[config.mk]
export PLATFORM = sky130hd
export DESIGN_NAME = tqvp_bg_compositor_flat
export DESIGN_NICKNAME = d
export VERILOG_FILES = /design/src/rtl/tqvp_bg_compositor_if.sv /design/src/rtl/tqvp_bg_compositor.sv /design/src/flat_wrapper.sv
export SDC_FILE = /design/constraint.sdc
export NUM_CORES = 1
export LEC_CHECK = 0
export ABC_AREA = 1
export CAP_MARGIN = 30
export CORE_MARGIN = 5
export CORE_UTILIZATION = 53
export DETAILED_ROUTE_END_ITERATION = 6
export GPL_ROUTABILITY_DRIVEN = 0
export GPL_TIMING_DRIVEN = 0
export PLACE_DENSITY = 0.86
export RECOVER_POWER = 100
export SETUP_SLACK_MARGIN = 0.5
export SLEW_MARGIN = 40
export SYNTH_ARGS = -nofsm -noshare
export SYNTH_HDL_FRONTEND = slang
export SYNTH_SLANG_ARGS = --single-unit
[constraint.sdc]
create_clock -name clk -period 10.51 [get_ports clk]
set_input_delay 2.102 -clock clk [delete_from_list [all_inputs] [get_ports clk]]
set_output_delay 2.102 -clock clk [all_outputs]
set_load 0.03 [all_outputs]
[src/rtl/tqvp_bg_compositor_if.sv]
// TinyQV peripheral bus bundle for the background compositor.
// The master drives address/write/read strobes and the slave returns read data.
interface tqvp_bg_compositor_if;
   logic [5:0]  address;
   logic [31:0] data_in;
   logic [1:0]  data_write_n;
   logic [1:0]  data_read_n;
   logic [31:0] data_out;
   logic        data_ready;

   modport master (
      output address, data_in, data_write_n, data_read_n,
      input  data_out, data_ready
   );

   modport slave (
      input  address, data_in, data_write_n, data_read_n,
      output data_out, data_ready
   );
endinterface

[src/rtl/tqvp_bg_compositor.sv]
// Multi-layer background compositor: register file, per-frame scrolling and priority compositing.
// Define BGC_AUTOSCROLL_EN to add per-layer velocity registers applied on each frame tick.
module tqvp_bg_compositor #(
   parameter int NUM_LAYERS = 3,
   parameter int OFFS_W     = 11
) (
   input  logic                         clk,
   input  logic                         rst,
   tqvp_bg_compositor_if.slave          bus,
   input  logic                         hsync,
   input  logic                         vsync,
   input  logic                         visible,
   input  logic [6*NUM_LAYERS-1:0]      layer_rgb,
   input  logic [NUM_LAYERS-1:0]        layer_opaque,
   output logic [OFFS_W*NUM_LAYERS-1:0] scroll_x,
   output logic [OFFS_W*NUM_LAYERS-1:0] scroll_y,
   output logic [7:0]                   uo_out,
   output logic                         user_interrupt
);

   logic                  run;
   logic                  irq_en;
   logic                  pending;
   logic                  vsync_q;
   logic [NUM_LAYERS-1:0] layer_en;
   logic [7:0]            irq_div;
   logic [7:0]            div_cnt;
   logic [7:0]            uo_q;
   logic [15:0]           frame_cnt;
   logic [5:0]            backdrop;
   logic [5:0]            pix_next;
   logic [OFFS_W-1:0]     offs_x [NUM_LAYERS];
   logic [OFFS_W-1:0]     offs_y [NUM_LAYERS];
`ifdef BGC_AUTOSCROLL_EN
   logic [7:0]            vel_x  [NUM_LAYERS];
   logic [7:0]            vel_y  [NUM_LAYERS];
   logic [NUM_LAYERS-1:0] vel_wr;
`endif

   logic                  wr_en;
   logic [31:0]           wmask;
   logic [2:0]            sel_idx;
   logic                  layer_hit;
   logic                  ctrl_wr;
   logic                  status_wr;
   logic                  backdrop_wr;
   logic [NUM_LAYERS-1:0] offs_wr;
   logic                  run_eff;
   logic                  tick;
   logic                  advance;
   logic                  irq_hit;
   logic [31:0]           rdata;
   logic                  unused_bus;

   assign unused_bus = ^{bus.address[1:0], bus.data_read_n, bus.data_in};

   // A CTRL write landing in the tick cycle decides whether that tick counts.
   always_comb begin
      wr_en       = (bus.data_write_n != 2'b11);
      case (bus.data_write_n)
         2'b00:   wmask = 32'h0000_00FF;
         2'b01:   wmask = 32'h0000_FFFF;
         2'b10:   wmask = 32'hFFFF_FFFF;
         default: wmask = 32'h0000_0000;
      endcase
      sel_idx     = bus.address[5:3] - 3'd2;
      layer_hit   = (bus.address[5:4] != 2'b00);
      ctrl_wr     = wr_en && (bus.address[5:2] == 4'h0);
      status_wr   = wr_en && (bus.address[5:2] == 4'h1);
      backdrop_wr = wr_en && (bus.address[5:2] == 4'h3);
      offs_wr     = '0;
`ifdef BGC_AUTOSCROLL_EN
      vel_wr      = '0;
`endif
      for (int i = 0; i < NUM_LAYERS; i++) begin
         if (wr_en && layer_hit && (sel_idx == 3'(i))) begin
            if (!bus.address[2]) begin
               offs_wr[i] = 1'b1;
            end
`ifdef BGC_AUTOSCROLL_EN
            else begin
               vel_wr[i] = 1'b1;
            end
`endif
         end
      end
      run_eff = ctrl_wr ? bus.data_in[0] : run;
      tick    = vsync & ~vsync_q;
      advance = tick & run_eff;
      irq_hit = advance && (div_cnt == irq_div);
   end

   always_comb begin
      rdata = '0;
      case (bus.address[5:2])
         4'h0: begin
            rdata[0]              = run;
            rdata[1]              = irq_en;
            rdata[8 +: NUM_LAYERS] = layer_en;
            rdata[23:16]          = irq_div;
         end
         4'h1: rdata[0]    = pending;
         4'h2: rdata[15:0] = frame_cnt;
         4'h3: rdata[5:0]  = backdrop;
         default: begin
            for (int i = 0; i < NUM_LAYERS; i++) begin
               if (layer_hit && (sel_idx == 3'(i))) begin
                  if (!bus.address[2]) begin
                     rdata[OFFS_W-1:0]   = offs_x[i];
                     rdata[16 +: OFFS_W] = offs_y[i];
                  end
`ifdef BGC_AUTOSCROLL_EN
                  else begin
                     rdata[7:0]  = vel_x[i];
                     rdata[15:8] = vel_y[i];
                  end
`endif
               end
            end
         end
      endcase
   end

   assign bus.data_out   = rdata;
   assign bus.data_ready = 1'b1;

   // Walking from the highest index down lets the lowest-index qualifying layer win.
   always_comb begin
      pix_next = 6'd0;
      if (run && visible) begin
         pix_next = backdrop;
         for (int i = NUM_LAYERS - 1; i >= 0; i--) begin
            if (layer_en[i] && layer_opaque[i]) begin
               pix_next = layer_rgb[6*i +: 6];
            end
         end
      end
   end

   always_ff @(posedge clk) begin
      if (rst) begin
         run       <= 1'b0;
         irq_en    <= 1'b0;
         pending   <= 1'b0;
         vsync_q   <= 1'b0;
         layer_en  <= '0;
         irq_div   <= 8'd0;
         div_cnt   <= 8'd0;
         uo_q      <= 8'd0;
         frame_cnt <= 16'd0;
         backdrop  <= 6'd0;
         for (int i = 0; i < NUM_LAYERS; i++) begin
            offs_x[i] <= '0;
            offs_y[i] <= '0;
`ifdef BGC_AUTOSCROLL_EN
            vel_x[i]  <= 8'd0;
            vel_y[i]  <= 8'd0;
`endif
         end
      end else begin
         vsync_q <= vsync;
         uo_q    <= {vsync, hsync, pix_next};

         if (ctrl_wr) begin
            run    <= bus.data_in[0];
            irq_en <= bus.data_in[1];
            if (wmask[8]) layer_en <= bus.data_in[8 +: NUM_LAYERS];
            if (wmask[16]) irq_div <= bus.data_in[23:16];
         end
         if (backdrop_wr) backdrop <= bus.data_in[5:0];

         if (advance) frame_cnt <= frame_cnt + 16'd1;

         if (!run_eff || irq_hit) begin
            div_cnt <= 8'd0;
         end else if (advance) begin
            div_cnt <= div_cnt + 8'd1;
         end

         // The interrupt set outranks a simultaneous write-one-to-clear.
         if (irq_hit) begin
            pending <= 1'b1;
         end else if (status_wr && bus.data_in[0]) begin
            pending <= 1'b0;
         end

         for (int i = 0; i < NUM_LAYERS; i++) begin
            if (offs_wr[i]) begin
               offs_x[i] <= (offs_x[i] & ~wmask[OFFS_W-1:0])
                          | (bus.data_in[OFFS_W-1:0] & wmask[OFFS_W-1:0]);
               offs_y[i] <= (offs_y[i] & ~wmask[16 +: OFFS_W])
                          | (bus.data_in[16 +: OFFS_W] & wmask[16 +: OFFS_W]);
            end
`ifdef BGC_AUTOSCROLL_EN
            else if (advance && layer_en[i]) begin
               offs_x[i] <= offs_x[i] + OFFS_W'($signed(vel_x[i]));
               offs_y[i] <= offs_y[i] + OFFS_W'($signed(vel_y[i]));
            end
            if (vel_wr[i]) begin
               vel_x[i] <= bus.data_in[7:0];
               if (wmask[8]) vel_y[i] <= bus.data_in[15:8];
            end
`endif
         end
      end
   end

   for (genvar g = 0; g < NUM_LAYERS; g++) begin : g_scroll
      assign scroll_x[g*OFFS_W +: OFFS_W] = offs_x[g];
      assign scroll_y[g*OFFS_W +: OFFS_W] = offs_y[g];
   end

   assign uo_out         = rst ? 8'd0 : uo_q;
   assign user_interrupt = pending & irq_en;

endmodule
[src/flat_wrapper.sv]
// flat-port wrapper written by rule: the top's interface ports become plain ports
module tqvp_bg_compositor_flat 
#(
   parameter int NUM_LAYERS = 3,
   parameter int OFFS_W     = 11
)
  (clk, rst, hsync, vsync, visible, layer_rgb, layer_opaque, scroll_x, scroll_y, uo_out, user_interrupt, bus_address, bus_data_in, bus_data_write_n, bus_data_read_n, bus_data_out, bus_data_ready);
  tqvp_bg_compositor_if bus_i ();
  input  logic clk;
  input  logic rst;
  input  logic hsync;
  input  logic vsync;
  input  logic visible;
  input  logic [6*NUM_LAYERS-1:0] layer_rgb;
  input  logic [NUM_LAYERS-1:0] layer_opaque;
  output logic [OFFS_W*NUM_LAYERS-1:0] scroll_x;
  output logic [OFFS_W*NUM_LAYERS-1:0] scroll_y;
  output logic [7:0] uo_out;
  output logic user_interrupt;
  input wire logic [$bits(bus_i.address)-1:0] bus_address;
  input wire logic [$bits(bus_i.data_in)-1:0] bus_data_in;
  input wire logic [$bits(bus_i.data_write_n)-1:0] bus_data_write_n;
  input wire logic [$bits(bus_i.data_read_n)-1:0] bus_data_read_n;
  output wire logic [$bits(bus_i.data_out)-1:0] bus_data_out;
  output wire logic [$bits(bus_i.data_ready)-1:0] bus_data_ready;
  assign bus_i.address = bus_address;
  assign bus_i.data_in = bus_data_in;
  assign bus_i.data_write_n = bus_data_write_n;
  assign bus_i.data_read_n = bus_data_read_n;
  assign bus_data_out = bus_i.data_out;
  assign bus_data_ready = bus_i.data_ready;
  tqvp_bg_compositor #(.NUM_LAYERS(NUM_LAYERS), .OFFS_W(OFFS_W)) u_core (.clk(clk), .rst(rst), .bus(bus_i), .hsync(hsync), .vsync(vsync), .visible(visible), .layer_rgb(layer_rgb), .layer_opaque(layer_opaque), .scroll_x(scroll_x), .scroll_y(scroll_y), .uo_out(uo_out), .user_interrupt(user_interrupt));
endmodule
==> results.sh <==
export IMPL_io_buffers=154
export IMPL_cts_clk_slew_worst_paths_ps=50
export IMPL_syn_inst=888
export IMPL_finalInstanceArea_um2=8860
export IMPL_power_leakage_nw=3.79
export IMPL_skew_ps=7.63
export IMPL_synth_edf_count=66
export IMPL_synth_adder_area_share=0.0114
export IMPL_synth_area_per_cell_um2=7.42
export IMPL_synth_mux_area_frac=0
export IMPL_clockBufferDepth=2
export IMPL_clock_sink_count=118
export IMPL_layout_commonest_cell="nand2_1"
export IMPL_synthSimpleGateAreaFrac=0.262
export IMPL_cts_resized=0
export IMPL_cp_max_fo=10
export IMPL_tns_ps=0
export IMPL_cts_root_buf="clkbuf_16"
export IMPL_mostFrequentLayoutCells="185 x nand2_1, 121 x nor2_1, 111 x a21oi_1"
export IMPL_die_area_um2=14800
export IMPL_slew_headroom=-0.416
export IMPL_worst_slew_pin_slew_ps=2100
export IMPL_setup_violations=0
export IMPL_grt_max_degree=17
export IMPL_synth_top_family_by_area="simple AND/OR/NAND/NOR gates"
export IMPL_antenna_found_initial=1
export IMPL_area_delta_synth_final_pct=34.3
export IMPL_powerDensity_nw_per_um2=143
export IMPL_worstPathArrival_ps=5200
export IMPL_dpl_cell_area_um2=8450
export IMPL_outcome="finished with violations"
export IMPL_clock_latency_ps=430
export IMPL_timing_fmax_mhz=137
export IMPL_die_h_um=122
export IMPL_grt_ovfl_total=0
export IMPL_ys_warn_count=0
export IMPL_synth_compound_area_share=0.153
export IMPL_diodes=0
export IMPL_cts_buffers_inserted=17
export IMPL_end_kind="output pin"
export IMPL_drt_pass1_iter_count=5
export IMPL_drt_drc_violations_left=0
export IMPL_io_pins=176
export IMPL_cts_max_level=4
export IMPL_drv_cap=3
export IMPL_multiInputGateArea_um2=2830
export IMPL_drt_iter0_markers=772
export IMPL_placeableCoreArea_um2=12100
export IMPL_layout_drive_gt1_share=0.0555
export IMPL_vias=6860
export IMPL_postCtsHoldBufs=0
export IMPL_worstSetupStartpointType="input pin"
export IMPL_hold_class="register to register"
export IMPL_drt_total_wl_um=21100
export IMPL_grt_usage=0.290
export IMPL_register_area_um2=3020
export IMPL_rsz0062_at_grt="false"
export IMPL_fin_crit_sh=0.694
export IMPL_dp_hpwl_um=15400
export IMPL_path_class="input pin to output pin"
export IMPL_nNetsFinal=1142
export IMPL_die_x_um=122
export IMPL_initial_utilization=0.544
export IMPL_p_total_mw=1.27
export IMPL_finalHoldViolCount=0
export IMPL_yosys_most_used_dff="edfxtp_1"
export IMPL_ys_seq_area_frac=0.459
export IMPL_ys_ff_latch=118
export IMPL_drtAntennaViolNets=0
export IMPL_syn_area_um2=6590
export IMPL_rows=40
export IMPL_holdWs_ps=477
export IMPL_required_ps=8410
export IMPL_post_cts_buffers=0
export IMPL_fin_crit_ps=7300
export IMPL_grt_pass1_wl_um=33300
export IMPL_synth_async_reset_ratio=0
export IMPL_wl_per_cell_um=16.9
export IMPL_viasPerCell=5.49
export IMPL_first_global_vias=6668
export IMPL_nFillCells=953
export IMPL_cts_tree="done"
export IMPL_ir_drop_mv=0.109
export IMPL_synth_cell_type_count=36
export IMPL_synth_xor_area_frac=0.00531
export IMPL_drv_slew=38
export IMPL_violations="capacitance limit, slew limit"
==> registers in the layout (all words and copies together), names as in the netlist <==
signal and count:
u_core.offs_x 33, u_core.irq_en 1, u_core.layer_en 3, u_core.frame_cnt 16
u_core.backdrop 6, u_core.vsync_q 1, u_core.offs_y 33, u_core.div_cnt 8
u_core.run 1, u_core.irq_div 8, u_core.pending 1, u_core.uo_q 7
==> cell families (layout without fill, tap and decap cells) <==
group / after synthesis / in the layout
AOI/OAI and AO/OA: 188 / 188
buffers and inverters: 160 / 349
xor gates and xnor gates: 4 / 4
DFF: 118 / 118
and+or+nand+nor: 410 / 410
adders and majority gates: 6 / 6
other: 2 / 6
==> path summary, 6_finish.rpt <==
check / cells past startpoint / end / start / slack, ps
max: 11 / bus_data_out[7] / bus_address[4] / 3210
min: 2 / u_core.backdrop[5]$_SDFFE_PP0P_ / u_core.backdrop[5]$_SDFFE_PP0P_ / 480
max reg2reg: 7 / u_core.frame_cnt[10]$_SDFFE_PP0P_ / u_core.vsync_q$_SDFF_PP0_ / 8330
min reg2reg: 2 / u_core.backdrop[5]$_SDFFE_PP0P_ / u_core.backdrop[5]$_SDFFE_PP0P_ / 480
==> critical path, stage by stage <==
cell,delay (ps)
dlygate4sd3_1,560
inv_1,80
ha_1,310
nand2_1,50
inv_1,90
nand2_1,70
nor2_1,220
clkbuf_1,470
nand3_1,140
a31oi_1,320
dlygate4sd3_1,790
==> power by group <==
part	switching [mW]	internal, mW
Clock	0.211	0.368
Sequential	0.0121	0.504
Combinational	0.112	0.0603
==> layer usage <==
layer / vias up / track usage / wire length, um
li1: 3264 / - / -
met2: 366 / 0.477 / 10400
met5: - / 0 / 11
met3: 71 / 0.0891 / 2030
met1: 3157 / 0.346 / 7860
met4: 2 / 0.140 / 765
==> synth_stat cells, types with 2 or more instances <==
master    count  area share
clkbuf_1     18       0.010
nor2_4        2      0.0034
xor2_1        4      0.0053
nand4_1       7      0.0066
o21ai_0      56       0.043
nand3_1      80       0.061
clkinv_1      2      0.0011
nand2_1     183        0.10
buf_2        13      0.0099
buf_6         8       0.014
edfxtp_1     66        0.30
a22oi_1       4      0.0046
nand2_2      10      0.0095
a21oi_1     104       0.079
o22ai_1       3      0.0028
a21oi_2       9       0.012
conb_1        2      0.0011
dfxtp_1      52        0.16
buf_1         3      0.0017
ha_1          6       0.011
inv_1       107       0.061
a31oi_1       9      0.0085
nor2_1      121       0.069
buf_4         7      0.0080
==> per-stage QoR <==
step                       util  std cells  setup slack [ps]
final                     0.731       1249              3210
after global routing      0.731       1249              3110
after CTS                 0.746       1249              3330
after detailed placement  0.698       1217              3350
after global placement    0.690       1214              3450
after floorplan               -        892              4680
==> area by class of cell <==
class                           count  share of cell area
Sequential cell                   118               0.341
Multi-Input combinational cell    614               0.319
Timing Repair Buffer              157               0.175
Clock buffer                       17              0.0480
Inverter                          110              0.0466
Buffer                             50              0.0273
Tap cell                          168              0.0237
Clock inverter                     15              0.0182
(Power assumes the default switching activity.)
